### config.mk
export PLATFORM = sky130hd
export DESIGN_NAME = instr_encoder_loader_flat
export DESIGN_NICKNAME = d
export VERILOG_FILES = /design/src/rtl/instr_encoder_loader_if.sv /design/src/rtl/instr_encoder_loader.sv /design/src/flat_wrapper.sv
export SDC_FILE = /design/constraint.sdc
export NUM_CORES = 1
export LEC_CHECK = 0
export ABC_AREA = 1
export BUFFER_PORTS_ARGS = -buffer_cell sky130_fd_sc_hd__buf_2
export CAP_MARGIN = 20
export CORE_MARGIN = 3
export CORE_UTILIZATION = 51
export CTS_BUF_LIST = sky130_fd_sc_hd__clkbuf_8
export DETAILED_ROUTE_END_ITERATION = 10
export HOLD_SLACK_MARGIN = 0.08
export PLACE_DENSITY = 0.82
export SLEW_MARGIN = 20
export SYNTH_ARGS = -nofsm -noshare
export SYNTH_HDL_FRONTEND = slang
export SYNTH_SLANG_ARGS = --single-unit
### constraint.sdc
create_clock -name clk -period 1.9 [get_ports clk]
set_clock_uncertainty 0.15 [all_clocks]
set_input_delay 0.19 -clock clk [delete_from_list [all_inputs] [get_ports clk]]
set_output_delay 0.19 -clock clk [all_outputs]
set_load 0.03 [all_outputs]
### src/rtl/instr_encoder_loader_if.sv
// Source-side bundle and instruction-memory write port of the encoder/loader.
// Handshake: a bundle transfers on a rising clk edge where in_valid and in_ready
// are both high; the source holds every field stable while in_valid=1 and
// in_ready=0, and in_ready never depends combinationally on in_valid.
interface instr_encoder_loader_if #(
  parameter int DEPTH_LOG2 = 8
);
  logic                  start;
  logic                  finish;
  logic                  in_valid;
  logic                  in_ready;
  logic [2:0]            fmt;
  logic [6:0]            opcode;
  logic [4:0]            rd;
  logic [4:0]            rs1;
  logic [4:0]            rs2;
  logic [2:0]            funct3;
  logic [6:0]            funct7;
  logic [31:0]           imm;
  logic                  mem_we;
  logic [DEPTH_LOG2-1:0] mem_addr;
  logic [31:0]           mem_wdata;
  logic [DEPTH_LOG2:0]   count;
  logic                  full;
  logic                  done;
  logic                  err;
  logic [1:0]            dbg_state;

  modport master (
    output start, finish, in_valid, fmt, opcode, rd, rs1, rs2, funct3, funct7, imm,
    input  in_ready, mem_we, mem_addr, mem_wdata, count, full, done, err, dbg_state
  );

  modport slave (
    input  start, finish, in_valid, fmt, opcode, rd, rs1, rs2, funct3, funct7, imm,
    output in_ready, mem_we, mem_addr, mem_wdata, count, full, done, err, dbg_state
  );
endinterface

### src/rtl/instr_encoder_loader.sv
// Reassembles decoded RV32I fields into instruction words and writes them
// sequentially into instruction memory, optionally sealing with a NOP.
module instr_encoder_loader #(
  parameter int DEPTH_LOG2 = 8
) (
  input  logic                    clk,
  input  logic                    rst_n,
  instr_encoder_loader_if.slave   bus
);
  localparam int DEPTH = 1 << DEPTH_LOG2;
  localparam logic [DEPTH_LOG2:0]   CNT_FULL = (DEPTH_LOG2+1)'(DEPTH);
  localparam logic [DEPTH_LOG2-1:0] PTR_MAX  = '1;
  localparam logic [31:0]           NOP_WORD = 32'h0000_0013;

  localparam logic [1:0] S_IDLE = 2'd0;
  localparam logic [1:0] S_LOAD = 2'd1;
  localparam logic [1:0] S_SEAL = 2'd2;
  localparam logic [1:0] S_DONE = 2'd3;

  logic [1:0]            state;
  logic [DEPTH_LOG2-1:0] ptr;
  logic [DEPTH_LOG2:0]   cnt;
  logic                  err_q;
  logic                  full_w;
  logic                  accept;
  logic                  fmt_ok;
  logic [31:0]           enc;
  logic [DEPTH_LOG2-1:0] ptr_next;

  assign full_w   = (cnt == CNT_FULL);
  assign fmt_ok   = (bus.fmt <= 3'd5);
  assign accept   = bus.in_valid & bus.in_ready;
  // The pointer stops at the last word instead of wrapping back to 0.
  assign ptr_next = (ptr == PTR_MAX) ? ptr : ptr + 1'b1;

  assign bus.count     = cnt;
  assign bus.full      = full_w;
  assign bus.done      = (state == S_DONE);
  assign bus.err       = err_q;
  assign bus.dbg_state = state;

  // Ready only while loading, not full, and no control pulse competes this cycle.
  always_comb begin
    bus.in_ready = rst_n && ((state == S_IDLE) || (state == S_LOAD)) &&
                   !full_w && !bus.finish && !bus.start;
  end

  // Field packing; out-of-range immediate bits are simply dropped.
  always_comb begin
    enc = '0;
    case (bus.fmt)
      3'd0: enc = {bus.funct7, bus.rs2, bus.rs1, bus.funct3, bus.rd, bus.opcode};
      3'd1: enc = {bus.imm[11:0], bus.rs1, bus.funct3, bus.rd, bus.opcode};
      3'd2: enc = {bus.imm[11:5], bus.rs2, bus.rs1, bus.funct3, bus.imm[4:0], bus.opcode};
      3'd3: enc = {bus.imm[12], bus.imm[10:5], bus.rs2, bus.rs1, bus.funct3,
                   bus.imm[4:1], bus.imm[11], bus.opcode};
      3'd4: enc = {bus.imm[31:12], bus.rd, bus.opcode};
      3'd5: enc = {bus.imm[20], bus.imm[10:1], bus.imm[11], bus.imm[19:12],
                   bus.rd, bus.opcode};
      default: enc = '0;
    endcase
  end

  // Load FSM, pointer/count bookkeeping and the registered memory write port.
  always_ff @(posedge clk or negedge rst_n) begin
    if (!rst_n) begin
      state         <= S_IDLE;
      ptr           <= '0;
      cnt           <= '0;
      err_q         <= 1'b0;
      bus.mem_we    <= 1'b0;
      bus.mem_addr  <= '0;
      bus.mem_wdata <= '0;
    end else if (bus.start) begin
      state      <= S_IDLE;
      ptr        <= '0;
      cnt        <= '0;
      err_q      <= 1'b0;
      bus.mem_we <= 1'b0;
    end else begin
      bus.mem_we <= 1'b0;
      case (state)
        S_IDLE, S_LOAD: begin
          if (bus.finish) begin
            state <= full_w ? S_DONE : S_SEAL;
          end else if (accept) begin
            state <= S_LOAD;
            if (fmt_ok) begin
              bus.mem_we    <= 1'b1;
              bus.mem_addr  <= ptr;
              bus.mem_wdata <= enc;
              ptr           <= ptr_next;
              cnt           <= cnt + 1'b1;
            end else begin
              err_q <= 1'b1;
            end
          end
        end
        S_SEAL: begin
          bus.mem_we    <= 1'b1;
          bus.mem_addr  <= ptr;
          bus.mem_wdata <= NOP_WORD;
          ptr           <= ptr_next;
          cnt           <= cnt + 1'b1;
          state         <= S_DONE;
        end
        default: state <= S_DONE;
      endcase
    end
  end
endmodule

### src/flat_wrapper.sv
// flat-port wrapper written by rule: the top's interface ports become plain ports
module instr_encoder_loader_flat 
#(
  parameter int DEPTH_LOG2 = 8
)
  (clk, rst_n, bus_start, bus_finish, bus_in_valid, bus_fmt, bus_opcode, bus_rd, bus_rs1, bus_rs2, bus_funct3, bus_funct7, bus_imm, bus_in_ready, bus_mem_we, bus_mem_addr, bus_mem_wdata, bus_count, bus_full, bus_done, bus_err, bus_dbg_state);
  instr_encoder_loader_if #(.DEPTH_LOG2(DEPTH_LOG2)) bus_i ();
  input  logic clk;
  input  logic rst_n;
  input wire logic [$bits(bus_i.start)-1:0] bus_start;
  input wire logic [$bits(bus_i.finish)-1:0] bus_finish;
  input wire logic [$bits(bus_i.in_valid)-1:0] bus_in_valid;
  input wire logic [$bits(bus_i.fmt)-1:0] bus_fmt;
  input wire logic [$bits(bus_i.opcode)-1:0] bus_opcode;
  input wire logic [$bits(bus_i.rd)-1:0] bus_rd;
  input wire logic [$bits(bus_i.rs1)-1:0] bus_rs1;
  input wire logic [$bits(bus_i.rs2)-1:0] bus_rs2;
  input wire logic [$bits(bus_i.funct3)-1:0] bus_funct3;
  input wire logic [$bits(bus_i.funct7)-1:0] bus_funct7;
  input wire logic [$bits(bus_i.imm)-1:0] bus_imm;
  output wire logic [$bits(bus_i.in_ready)-1:0] bus_in_ready;
  output wire logic [$bits(bus_i.mem_we)-1:0] bus_mem_we;
  output wire logic [$bits(bus_i.mem_addr)-1:0] bus_mem_addr;
  output wire logic [$bits(bus_i.mem_wdata)-1:0] bus_mem_wdata;
  output wire logic [$bits(bus_i.count)-1:0] bus_count;
  output wire logic [$bits(bus_i.full)-1:0] bus_full;
  output wire logic [$bits(bus_i.done)-1:0] bus_done;
  output wire logic [$bits(bus_i.err)-1:0] bus_err;
  output wire logic [$bits(bus_i.dbg_state)-1:0] bus_dbg_state;
  assign bus_i.start = bus_start;
  assign bus_i.finish = bus_finish;
  assign bus_i.in_valid = bus_in_valid;
  assign bus_i.fmt = bus_fmt;
  assign bus_i.opcode = bus_opcode;
  assign bus_i.rd = bus_rd;
  assign bus_i.rs1 = bus_rs1;
  assign bus_i.rs2 = bus_rs2;
  assign bus_i.funct3 = bus_funct3;
  assign bus_i.funct7 = bus_funct7;
  assign bus_i.imm = bus_imm;
  assign bus_in_ready = bus_i.in_ready;
  assign bus_mem_we = bus_i.mem_we;
  assign bus_mem_addr = bus_i.mem_addr;
  assign bus_mem_wdata = bus_i.mem_wdata;
  assign bus_count = bus_i.count;
  assign bus_full = bus_i.full;
  assign bus_done = bus_i.done;
  assign bus_err = bus_i.err;
  assign bus_dbg_state = bus_i.dbg_state;
  instr_encoder_loader #(.DEPTH_LOG2(DEPTH_LOG2)) u_core (.clk(clk), .rst_n(rst_n), .bus(bus_i));
endmodule
==> summary.md <==
| Metric | Value |
|---|---|
| CTS sink count | `61` |
| Reg2reg start | `u_core.bus.count[0]$_DFFE_PN0P_` |
| DR vias | `3,706` |
| Finished Core Util | `0.745` |
| Avg Cell Area, Syn | `7.42 um^2` |
| Share of layout cells above drive strength 1 | `0.311` |
| Max_slew headroom | `0.480` |
| Worst setup SP type | `flop` |
| CTS buffer count | `9` |
| Worst setup margin | `0.0497 ns` |
| CP Depth | `8` |
| Ys flop type | `dfrtp_1` |
| P_leak | `0.00262 uW` |
| Post-Syn Area | `3400 um^2` |
| CTS Buffer Depth | `2` |
| Synthesis-stage register bit count | `61` |
| Netlist cell types | `29` |
| Remaining global-route overflow | `0` |
| Cell repeated most along the worst path | `nand2_1` |
| Yosys top cell by area | `dfrtp_1` |
| Setup-failing EPs final | `0` |
| Die Y | `87.7 um` |
| Largest net degree at the start of global routing | `62` |
| RSZ-0062 raised after global routing | `yes` |
| Ys async rst share | `1.00` |
| Final wirelength | `9.98 mm` |
| Cell Chain, Critical Path | `inv_1 > ha_2 > nand2_1 > nor2_1 > nand2_1 > inv_2 > nor3_4 > buf_6` |
| I/O pin cnt | `128` |
| Outcome | `finished clean` |
| # rows | `29` |
| Post-route ant nets | `0` |
| Post-layout minimum cycle time | `1.85 ns` |
| First-pass GRT wire length | `15.8 mm` |
| Reg2reg end | `u_core.bus.count[4]$_DFFE_PN0P_` |
| DRC viols | `0` |
| Tcrit/Tclk final | `0.974` |
| Vias/cell | `5.22` |
| Starting DRC count in detailed routing | `143` |
| Worst skew pair latency | `0.34 ns` |
| Full die area | `7690 um^2` |
| Number of synthesized flops with an enable pin | `0` |
| Diodes inserted | `0` |
| Hold Fails Final Rpt | `0` |
| RePlAce Congestion | `0.873` |
| Warnings, synthesis | `0` |
| Detailed Routing Iterations Pass 1 | `5` |
| Crit Path Max Fanout | `3` |
| Net Count, Synth | `534` |
| WL/cell | `14.1 um` |
| GRT Util Overall | `0.264` |
| Crit path DAT | `1.51 ns` |
| Core area | `6420 um^2` |
| CP endpoint | `bus_in_ready` |
| Die X | `87.7 um` |
| Worst-path clk slew | `0.07 ns` |
| CP Class | `flop to output port` |
| Net count, final | `704` |
| Worst path slowest cell | `dfrtp_1` |
| IO buf count | `127` |
| Most frequent cells after synthesis | `nand2_1 (184), dfrtp_1 (61), o21ai_1 (34)` |
| Seq/Total Area, Yosys | `0.448` |
| TritonCTS clock tree | `yes` |
| Layout area overhead | `40.5%` |
| Max IR drop VDD | `0.000491 V` |
| Largest cells by area after synthesis | `dfrtp_1 (45%), nand2_1 (20%), o21ai_1 (5.0%)` |
| Critical path required time | `1.56 ns` |
| R2r worst-path depth | `7` |
| Synth top area share | `0.448` |
| Initial Utilization | `0.530` |
| Critical Path Start | `u_core.bus.count[1]$_DFFE_PN0P_` |
| Crit. End Element | `output port` |
| Max-Cap Viols | `0` |
| Top-count cell post-synth | `nand2_1` |
| Worst path max stage delay | `0.36 ns` |
| WP buf/inv | `3` |
| Post-Synthesis Cells | `459` |
| R2R setup slack | `0.10 ns` |
| Hold crit path type | `input port to flop` |
| Setup WS pre-CTS | `0.0890 ns` |
| Vias in the first global route | `3,393` |
| Pwr/cell area | `836 nW/um^2` |
| DP HPWL | `6.84 mm` |
| Least-Margin Pin Slew | `0.780 ns` |
| FMAX | `540 MHz` |
| Total power draw | `4000 uW` |
| CTS root buf | `clkbuf_8` |
| Worst path top cell family by delay | `simple AND/OR/NAND/NOR gates` |
| H-tree depth | `3` |
| Fin. max-slew vios | `0` |
| Initial antenna violation count | `0` |
-- worst register-to-register path, stage by stage (launching register included) --
cell and delay (ns):
dfrtp_2 0.41, buf_4 0.13, buf_4 0.14, ha_1 0.22
nand3_1 0.17, xor2_1 0.10, or2_2 0.28, o21ai_1 0.13
-- what timing repair did --
item | in CTS | in global routing
buffers inserted | 0 | 1
cloned | 0 | 2
hold endpoints to repair | 83 | 0
gates resized for setup | 1 | 13
pin swaps | 0 | 3
hold buffers | 28 | 0
endpoints found under the setup margin | 1 | 36
-- where the power goes --
group,switching [uW],internal [uW]
logic,741,404
registers,110,1470
clock network,516,760
-- registers in the layout, summed over array words and instances (netlist names) --
name	cells
u_core.bus.err	1
u_core.bus.dbg_state	2
u_core.bus.mem_we	1
u_core.bus.count	9
u_core.ptr	8
u_core.bus.mem_addr	8
u_core.bus.mem_wdata	32
-- worst min path at each step --
stage	startpoint	endpoint	slack, ns	depth (start not counted)
6_report	bus_rs2[1]	u_core.bus.mem_wdata[21]$_DFFE_PN0P_	0.1	5
4_1_cts	bus_rs2[1]	u_core.bus.mem_wdata[21]$_DFFE_PN0P_	0.08	5
3_3_place_gp	rst_n	u_core.bus.count[8]$_DFFE_PN0P_	0.27	2
2_1_floorplan	rst_n	u_core.bus.count[0]$_DFFE_PN0P_	-0.26	0
3_5_place_dp	rst_n	u_core.bus.count[6]$_DFFE_PN0P_	0.29	2
5_1_grt	bus_funct3[1]	u_core.bus.mem_wdata[13]$_DFFE_PN0P_	0.1	4
-- logic make-up (layout without fill, tap and decap cells) --
logic type,count (synthesis),after routing,synth area share
simple gates,266,266,0.331
xor+xnor,4,4,0.0103
buf+inv,56,230,0.0790
flops,61,61,0.448
fa+ha+maj,3,3,0.0110
compound gates,69,69,0.120
-- metal layers --
layer / track usage / wire length (um)
met5: 0 / 0
met3: 0.0800 / 706
met1: 0.345 / 4180
met2: 0.427 / 4860
met4: 0.0753 / 233
-- placed cells by master, fill, tap and decap left out, drive strengths merged --
master       count
clkbuf          13
clkinv           3
dlygate4sd3     28
o211ai           4
nor3             5
inv             37
nand3           28
xor2             4
o21bai           1
dfrtp           61
nor2            26
ha               3
a22o             8
bufinv           2
o21a             1
clkinvlp         1
nand2          193
a21oi            4
nand4           12
o21ai           51
buf            146
or2              2
-- area by class of cell --
cell class / count / area, um^2
Tap cell: 77 / 96.3
Fill cell: 499 / 1640
Clock buffer: 10 / 138
Clock inverter: 5 / 76.3
Inverter: 38 / 143
Sequential cell: 61 / 1530
Timing Repair Buffer: 177 / 1160
Multi-Input combinational cell: 342 / 1650
-- per-stage QoR --
step	cell area, um^2	std cells	hold WS [ns]	setup TNS (ns)
floorplan	3420	459	-0.256	0
CTS	4690	707	0.0813	0
global route	4780	710	0.0963	-0.0672
finish	4780	710	0.0953	0
detailed placement	4190	664	0.292	0
global placement	4190	664	0.274	0
No activity file was read; power rests on OpenSTA's default activity.
